File: config.mk
export PLATFORM = sky130hd
export DESIGN_NAME = exec_stage
export DESIGN_NICKNAME = d
export VERILOG_FILES = /design/src/rtl/exec_stage.sv
export SDC_FILE = /design/constraint.sdc
export NUM_CORES = 1
export LEC_CHECK = 0
export BUFFER_PORTS_ARGS = -buffer_cell sky130_fd_sc_hd__buf_2
export CAP_MARGIN = 0
export CORE_UTILIZATION = 30
export DETAILED_ROUTE_END_ITERATION = 8
export PLACE_DENSITY = 0.45
export SKIP_CTS_REPAIR_TIMING = 1
export SLEW_MARGIN = 20
export SYNTH_ARGS = -nofsm -noshare
export SYNTH_HDL_FRONTEND = slang
export SYNTH_SLANG_ARGS = --single-unit
export TNS_END_PERCENT = 20
File: constraint.sdc
create_clock -name clk -period 3.4 [get_ports clk]
set_input_delay 0.17 -clock clk [delete_from_list [all_inputs] [get_ports clk]]
set_output_delay 0.17 -clock clk [all_outputs]
set_load 0.02 [all_outputs]
File: src/rtl/exec_stage.sv
// Execute stage: single-cycle ALU ops plus an iterative shift-add multiplier, feeding a
// registered writeback bundle. Define EXEC_DIV_EN to add an iterative unsigned restoring divider on op 111.
module exec_stage #(
  parameter int WIDTH = 16,
  parameter int RIDX  = 3
) (
  input  logic             clk,
  input  logic             reset,
  input  logic             in_valid,
  output logic             in_ready,
  input  logic [2:0]       op,
  input  logic [RIDX-1:0]  rd_in,
  input  logic [WIDTH-1:0] rs1_val,
  input  logic [WIDTH-1:0] rs2_val,
  output logic             wb_valid,
  input  logic             wb_ready,
  output logic             wb_we,
  output logic [RIDX-1:0]  wb_rd,
  output logic [WIDTH-1:0] wb_data,
  output logic             flag_z,
  output logic             flag_c,
  output logic             illegal_op,
  output logic             busy
);

  localparam int CW = $clog2(WIDTH);
  localparam logic [CW-1:0] LAST = CW'(WIDTH - 1);

  localparam logic [2:0] OP_ADD = 3'b000;
  localparam logic [2:0] OP_SUB = 3'b001;
  localparam logic [2:0] OP_AND = 3'b010;
  localparam logic [2:0] OP_OR  = 3'b011;
  localparam logic [2:0] OP_XOR = 3'b100;
  localparam logic [2:0] OP_SHL = 3'b101;
  localparam logic [2:0] OP_MUL = 3'b110;
  localparam logic [2:0] OP_DIV = 3'b111;

  typedef enum logic [1:0] {
    S_IDLE = 2'd0,
    S_MUL  = 2'd1,
    S_DIV  = 2'd2,
    S_DONE = 2'd3
  } state_t;

  state_t           state;
  logic [WIDTH-1:0] mcand;
  logic [WIDTH-1:0] mplier;
  logic [WIDTH-1:0] acc;
  logic [CW-1:0]    cnt;

  logic             accept;
  logic [WIDTH:0]   sum;
  logic [WIDTH:0]   diff;
  logic [WIDTH-1:0] alu_data;
  logic             alu_c;
  logic             alu_ill;
  logic [WIDTH-1:0] mul_next;

  assign in_ready = !reset && ((state == S_IDLE) || (state == S_DONE && wb_ready));
  assign accept   = in_valid && in_ready;
  assign busy     = (state != S_IDLE);

  assign sum  = {1'b0, rs1_val} + {1'b0, rs2_val};
  assign diff = {1'b0, rs1_val} - {1'b0, rs2_val};

  always_comb begin
    alu_data = '0;
    alu_c    = 1'b0;
    alu_ill  = 1'b0;
    case (op)
      OP_ADD: begin alu_data = sum[WIDTH-1:0];  alu_c = sum[WIDTH];  end
      OP_SUB: begin alu_data = diff[WIDTH-1:0]; alu_c = diff[WIDTH]; end
      OP_AND: alu_data = rs1_val & rs2_val;
      OP_OR:  alu_data = rs1_val | rs2_val;
      OP_XOR: alu_data = rs1_val ^ rs2_val;
      OP_SHL: alu_data = rs1_val << rs2_val[3:0];
`ifndef EXEC_DIV_EN
      OP_DIV: alu_ill = 1'b1;
`endif
      default: alu_data = '0;
    endcase
  end

  // Only the low WIDTH bits of the product are kept, so bits shifted out of mcand never matter.
  assign mul_next = acc + (mplier[0] ? mcand : '0);

`ifdef EXEC_DIV_EN
  logic [WIDTH-1:0] rem;
  logic [WIDTH:0]   rem_sh;
  logic             div_ge;
  logic [WIDTH-1:0] rem_next;
  logic [WIDTH-1:0] q_next;

  // mplier holds the dividend, shifting quotient bits in from the right; a zero divisor yields all ones.
  assign rem_sh   = {rem, mplier[WIDTH-1]};
  assign div_ge   = (rem_sh >= {1'b0, mcand});
  assign rem_next = div_ge ? WIDTH'(rem_sh - {1'b0, mcand}) : rem_sh[WIDTH-1:0];
  assign q_next   = {mplier[WIDTH-2:0], div_ge};
`endif

  always_ff @(posedge clk) begin
    if (reset) begin
      state      <= S_IDLE;
      wb_valid   <= 1'b0;
      wb_we      <= 1'b0;
      wb_rd      <= '0;
      wb_data    <= '0;
      flag_z     <= 1'b0;
      flag_c     <= 1'b0;
      illegal_op <= 1'b0;
      mcand      <= '0;
      mplier     <= '0;
      acc        <= '0;
      cnt        <= '0;
`ifdef EXEC_DIV_EN
      rem        <= '0;
`endif
    end else begin
      case (state)
        S_IDLE, S_DONE: begin
          if (accept) begin
            wb_rd <= rd_in;
            cnt   <= '0;
            if (op == OP_MUL) begin
              state    <= S_MUL;
              wb_valid <= 1'b0;
              wb_we    <= 1'b0;
              mcand    <= rs1_val;
              mplier   <= rs2_val;
              acc      <= '0;
`ifdef EXEC_DIV_EN
            end else if (op == OP_DIV) begin
              state    <= S_DIV;
              wb_valid <= 1'b0;
              wb_we    <= 1'b0;
              mcand    <= rs2_val;
              mplier   <= rs1_val;
              rem      <= '0;
`endif
            end else begin
              state      <= S_DONE;
              wb_valid   <= 1'b1;
              wb_we      <= !alu_ill;
              wb_data    <= alu_data;
              flag_z     <= (alu_data == '0);
              flag_c     <= alu_c;
              illegal_op <= alu_ill;
            end
          end else if (state == S_IDLE || wb_ready) begin
            state    <= S_IDLE;
            wb_valid <= 1'b0;
            wb_we    <= 1'b0;
          end
        end
        S_MUL: begin
          acc    <= mul_next;
          mcand  <= mcand << 1;
          mplier <= mplier >> 1;
          cnt    <= cnt + CW'(1);
          if (cnt == LAST) begin
            state      <= S_DONE;
            wb_valid   <= 1'b1;
            wb_we      <= 1'b1;
            wb_data    <= mul_next;
            flag_z     <= (mul_next == '0);
            flag_c     <= 1'b0;
            illegal_op <= 1'b0;
          end
        end
`ifdef EXEC_DIV_EN
        S_DIV: begin
          rem    <= rem_next;
          mplier <= q_next;
          cnt    <= cnt + CW'(1);
          if (cnt == LAST) begin
            state      <= S_DONE;
            wb_valid   <= 1'b1;
            wb_we      <= 1'b1;
            wb_data    <= q_next;
            flag_z     <= (q_next == '0);
            flag_c     <= 1'b0;
            illegal_op <= 1'b0;
          end
        end
`endif
        default: state <= S_IDLE;
      endcase
    end
  end

endmodule

==> results.py, run 1 <==
metrics = {
    "run_status": {
        "status": "finished clean",
    },
    "critical_path": {
        "timing.critical_path.required_ps": 3670,
        "worstPathMaxFanout": 3,
        "startpoint_type": "register",
        "reg2reg_setup_slack_ps": 90,
        "critPathKind": "reg2reg",
        "crit-reg2reg-launch": "mcand[0]",
        "critical_path_arrival_ps": 3580,
        "critical_path.slowest_cell": "sky130_fd_sc_hd__a2111o_1",
        "path_common_cell": "sky130_fd_sc_hd__a2111o_1",
        "cp-end-kind": "register",
        "crit_path_cell_trace": "and2_4 -> ha_4 -> fa_2 -> a211o_1 -> a2111o_1 -> a31oi_2 -> a221oi_2 -> a2111o_1 -> nand4bb_1 -> nor4_2 -> a22oi_1 -> o31ai_2",
        "critPathMaxStageDelay_ps": 460,
        "worstSetupStartpoint": "mcand[0]",
    },
    "sta": {
        "min_period_ps": 3310,
        "slew_headroom_pct": 39.9,
        "final.setup.tns_ps": 0,
        "timing.final.setup_violations": 0,
        "skew_final_ps": 13.9,
        "report.final.slew_viol_count": 0,
        "grt_setup_unrepaired": "yes",
        "hold_viol": 0,
        "maxClockFrequency_mhz": 302,
        "fin_worst_hold_slack_ps": 47.6,
        "worstMarginPinSlew_ps": 888,
        "fin_crit_sh_pct": 97.4,
    },
    "power": {
        "total_power_mw": 5.16,
        "power.density_nw_per_um2": 558,
        "power.ir.vdd_worst_v": 0.000400,
        "power_leakage_nw": 3.82,
    },
    "global_route": {
        "grt_pass1_wl_um": 43800,
        "grt_max_degree": 73,
        "grt-ovfl-total": 0,
        "grt_util_all_layers_pct": 21.3,
        "first_global_vias": 7484,
        "initial_antenna_violation_count": 0,
    },
    "cells_and_area": {
        "filler_cell_count": 2738,
        "design_area_um2": 9240,
        "diodes": 0,
        "area_growth_syn_to_layout_pct": 17.9,
        "final_nets": 1217,
        "drive_gt1_share_pct": 19.7,
    },
    "routing": {
        "remaining_drc_errors": 0,
        "wl_per_cell_um": 19.6,
        "dr.first_iter.drc_count": 774,
        "wl_um": 28200,
        "drtAntennaViolNets": 0,
        "vias_per_cell": 5.53,
        "total_via_count_in_the_routed_design": 7939,
        "drt_first_pass_iters": 6,
    },
    "hold_path": {
        "hold_start": "rd_in[2]",
        "worst_hold_path_type": "in2reg",
    },
    "yosys": {
        "synth_top_flop_cell": "sky130_fd_sc_hd__dfxtp_1",
        "synth-warning-count": 0,
        "synthCells": 1017,
        "ys_seq_area_share_pct": 19.9,
        "syn_area_per_cell_um2": 7.70,
        "synthesis.nets": 1134,
        "ys_ff_latch": 78,
        "netlist-cell-type-count": 84,
        "number_of_enable_flip_flop_cells_after_synthesis": 0,
        "async_reset_ff_share_pct": 0,
        "netlist_area_um2": 7830,
    },
    "placement": {
        "placed_area_um2": 8810,
        "detailed_place_hpwl_um": 21900,
        "gp_congestion": 0.938,
        "port_buffers": 67,
    },
    "clocking": {
        "clk_latency_ps": 350,
        "cts_tree": "done",
        "cts_sink_cnt": 78,
        "cts-htree-levels": 3,
        "cts_root_buf": "sky130_fd_sc_hd__clkbuf_16",
        "cts_made_buffers": 9,
        "path_clk_slew_ps": 70,
        "clock_path_buffers": 2,
    },
    "floorplan": {
        "chipWidth_um": 164,
        "fp.dieArea_um2": 26800,
        "io-pin-count": 68,
        "floorplan.initialDensity_pct": 30.8,
        "fp-row-count": 58,
        "die_y_um": 164,
        "core_area_um2": 25400,
    },
    "flow_run": {
        "timing.max_cap.violations": 0,
    },
}
## area by class of cell
class | instances | area [um^2] | share of cell area (%)
clock inverters | 7 | 130 | 1.41
repair buffers | 141 | 895 | 9.68
inverters | 64 | 240 | 2.60
flip-flops and latches | 78 | 1560 | 16.9
clock buffers | 9 | 225 | 2.44
multi-input cells | 806 | 5770 | 62.5
well taps | 330 | 413 | 4.47
## layout by cell type, fill, tap and decap left out, drive strengths merged, types with 5 or more instances in the layout
cell type,synthesis,layout
and2,21,21
dfxtp,78,78
a22oi,5,5
o31ai,8,8
o2111ai,5,5
o21a,8,8
mux4,16,16
nand4,8,8
and3,9,9
mux2i,44,44
or4,5,5
nand3,34,34
or2,14,14
a21o,10,10
or3,10,10
inv,64,66
a2111oi,6,6
a211oi,44,44
xor2,7,7
o211ai,15,15
a21oi,86,86
nor2b,7,7
nor3,15,15
buf,24,141
ha,72,72
nor3b,6,6
nor2,109,109
a31oi,9,9
o21bai,7,7
o22ai,6,6
xnor2,8,8
clkbuf,45,9
nand2b,7,7
a221oi,9,9
nand2,87,87
o21ai,48,48
a32oi,5,5
## layer usage
layer,GRT usage [%],share of wire (%),up-vias
li1,-,-,3884
met2,34.9,47,234
met5,0,0,-
met4,5.18,1.9,0
met3,2.89,4.6,43
met1,29.4,47,3778
## worst paths after layout
path / end / depth (start not counted)
worst min-delay path: wb_rd[2] / 3
worst max-delay path: flag_z / 12
worst min register to register: wb_data[10] / 2
worst max register to register: flag_z / 12
## cell usage after synthesis (all sizes together) (10+ instances only)
cell type,instances,area share (%)
or2,14,1.1
nor3,15,0.96
nor2,109,5.2
nand2,87,4.2
a211oi,44,4.3
nand3,34,2.2
ha,72,11
o211ai,15,1.5
a21oi,86,5.5
and2,21,1.7
or3,10,0.81
mux2i,44,5.6
inv,64,3.1
mux4,16,4.6
buf,24,2.2
o21ai,48,3.1
a21o,10,0.96
clkbuf,45,2.2
dfxtp,78,20
## logic make-up after synthesis
kind of cell,after synthesis,synth area share (%)
xor+xnor,15,1.68
flops,78,19.9
buf+inv,133,7.40
fa+ha+maj,75,12.3
mux,61,10.4
compound gates,309,27.0
simple gates,346,21.4
## power by group
part / internal, mW / leakage (nW) / switching, mW
registers: 1.19 / 0.636 / 0.171
logic: 0.954 / 3.01 / 1.67
clock network: 0.731 / 0.174 / 0.439
## worst max-delay path: cells and delay by family (launching register included)
family	cells	cell delay, ps
AO/OA/AOI/OAI	7	1710
AND/OR/NAND/NOR	3	660
adder cells (fa/ha/maj)	2	550
flip-flops	1	330
## flip-flops by register name, summed over array words and instances, names as in the netlist, 2 cells and up
name,count
acc,16
mcand,16
mplier,16
wb_data,16
cnt,4
wb_rd,3
state,2
## stage by stage
step	setup WS, ps	std cells	util, %
6_report	86.8	1435	36.4
5_1_grt	-98.0	1435	36.4
4_1_cts	-51.0	1433	36.1
3_5_place_dp	-31.7	1417	34.7
3_3_place_gp	-48.6	1417	34.7
2_1_floorplan	73.9	1017	-
(Power assumes the default switching activity.)
==> inputs of run 2 (changes only) <==
CORE_UTILIZATION = 35   (was 30)
PLACE_DENSITY = 0.51   (was 0.45)
==> run 2 against run 1 <==
Against the previous run: largest power group unchanged; final cell count down 3.7%; sequential cell count unchanged; clock power down 5%; core utilization up 5.4 points; the run now ends with setup timing left; non-clock buffer count down 3.
==> results.py, run 2 (synthesis results as in run 1) <==
metrics = {
    "critical_path": {
        "crit_path_cell_trace": "buf_4 -> and2_1 -> ha_1 -> a21o_1 -> a21o_1 -> a2111oi_0 -> a221oi_2 -> a2111o_1 -> nand4bb_1 -> nor4_2 -> a22oi_1 -> o31ai_2",
        "worstPathMaxFanout": 14,
        "critPathMaxStageDelay_ps": 690,
        "path_buf_inv": 1,
        "critPathKind": "reg2reg",
        "critical_path_arrival_ps": 3760,
        "reg2reg_setup_slack_ps": -100,
        "cp-end-kind": "register",
        "critical_path.slowest_cell": "sky130_fd_sc_hd__a2111oi_0",
        "path_common_cell": "sky130_fd_sc_hd__a21o_1",
        "critical_path.top_delay_family": "compound AO/OA/AOI/OAI gates",
        "startpoint_type": "register",
        "timing.critical_path.required_ps": 3660,
    },
    "clocking": {
        "cts_sink_cnt": 78,
        "cts_tree": "done",
        "clock_path_buffers": 2,
        "cts-htree-levels": 3,
        "cts_root_buf": "sky130_fd_sc_hd__clkbuf_16",
        "cts_made_buffers": 9,
        "path_clk_slew_ps": 80,
        "clk_latency_ps": 360,
    },
    "run_status": {
        "violations_in_the_final_reports": "setup timing",
        "status": "finished, violations left",
    },
    "hold_path": {
        "worst_hold_path_type": "in2reg",
    },
    "placement": {
        "detailed_place_hpwl_um": 20600,
        "gp_congestion": 0.928,
        "port_buffers": 67,
        "placed_area_um2": 8750,
    },
    "sta": {
        "hold_viol": 0,
        "fin_crit_sh_pct": 103,
        "timing.final.setup_violations": 1,
        "layout_setup_ws_ps": -99.1,
        "skew_final_ps": 17.5,
        "worstMarginPinSlew_ps": 821,
        "final.setup.tns_ps": -99.1,
        "grt_setup_unrepaired": "yes",
        "slew_headroom_pct": 45.3,
        "maxClockFrequency_mhz": 286,
        "report.final.slew_viol_count": 0,
        "min_period_ps": 3500,
    },
    "global_route": {
        "first_global_vias": 7571,
        "grt_max_degree": 73,
        "grt-ovfl-total": 0,
        "grt_util_all_layers_pct": 24.1,
        "grt_pass1_wl_um": 42500,
        "initial_antenna_violation_count": 0,
    },
    "floorplan": {
        "chipWidth_um": 152,
        "fp.dieArea_um2": 23000,
        "io-pin-count": 68,
        "core_area_um2": 21900,
        "floorplan.initialDensity_pct": 35.8,
        "die_y_um": 152,
        "fp-row-count": 54,
    },
    "power": {
        "power.ir.vdd_worst_v": 0.000247,
        "power.density_nw_per_um2": 556,
        "total_power_mw": 5.08,
        "power_leakage_nw": 3.80,
    },
    "cells_and_area": {
        "layout.cells.most_common_list": "sky130_fd_sc_hd__nor2_1, sky130_fd_sc_hd__nand2_1, sky130_fd_sc_hd__a21oi_1",
        "drive_gt1_share_pct": 19.5,
        "area_growth_syn_to_layout_pct": 16.9,
        "final_nets": 1214,
        "layout.core_utilization_pct": 41.8,
        "diodes": 0,
        "layout.cells.most_common": "sky130_fd_sc_hd__nor2_1",
        "design_area_um2": 9150,
    },
    "routing": {
        "wl_um": 26700,
        "total_via_count_in_the_routed_design": 7977,
        "dr.first_iter.drc_count": 603,
        "remaining_drc_errors": 0,
        "drtAntennaViolNets": 0,
        "vias_per_cell": 5.77,
        "drt_first_pass_iters": 5,
        "wl_per_cell_um": 19.3,
    },
    "flow_run": {
        "timing.max_cap.violations": 0,
    },
}
run 2: changes by cell type in the layout (fill, tap and decap cells not counted), sizes merged:
cell | previous run | this run
clkinvlp | 0 | 1
buf | 141 | 138
bufinv | 3 | 2
clkinv | 2 | 0
inv | 66 | 68
run 2: area by class of cell:
cell class / instances / area (um^2)
Clock inverter: 7 / 110
Sequential cell: 78 / 1560
Fill cell: 2309 / 12700
Tap cell: 280 / 350
Inverter: 64 / 240
Timing Repair Buffer: 138 / 881
Multi-Input combinational cell: 806 / 5780
Clock buffer: 9 / 225
run 2: final timing paths:
kind	start	depth (start not counted)	to
max	mplier[0]	12	flag_z
min	rd_in[2]	3	wb_rd[2]
max reg2reg	mplier[0]	12	flag_z
min reg2reg	wb_data[10]	2	wb_data[10]
run 2: worst reg2reg max path: stages, from the launching register on:
cell,delay [ps]
sky130_fd_sc_hd__dfxtp_1,330
sky130_fd_sc_hd__buf_4,180
sky130_fd_sc_hd__and2_1,190
sky130_fd_sc_hd__ha_1,330
sky130_fd_sc_hd__a21o_1,190
sky130_fd_sc_hd__a21o_1,190
sky130_fd_sc_hd__a2111oi_0,690
sky130_fd_sc_hd__a221oi_2,80
sky130_fd_sc_hd__a2111o_1,430
sky130_fd_sc_hd__nand4bb_1,210
sky130_fd_sc_hd__nor4_2,360
sky130_fd_sc_hd__a22oi_1,150
sky130_fd_sc_hd__o31ai_2,100
run 2: layer usage:
layer / share of wire [%] / global-route usage, % / vias up
met5: 0 / 0 / -
met4: 2.4 / 7.82 / 0
met2: 45 / 38.8 / 291
li1: - / - / 3872
met1: 47 / 33.2 / 3769
met3: 5.3 / 2.78 / 45
run 2: stage by stage:
stage / worst slack, ps / hold slack [ps] / std cells
2_1_floorplan: 73.9 / 317 / 1017
5_1_grt: -337 / 55.8 / 1382
3_3_place_gp: 79.7 / 406 / 1365
3_5_place_dp: -3.09 / 421 / 1365
6_report: -99.1 / 42.9 / 1382
4_1_cts: -32.7 / 40.2 / 1381
run 2: power by group:
part	internal, mW	switching (mW)
Clock	0.662	0.452
Combinational	0.969	1.65
Sequential	1.19	0.165
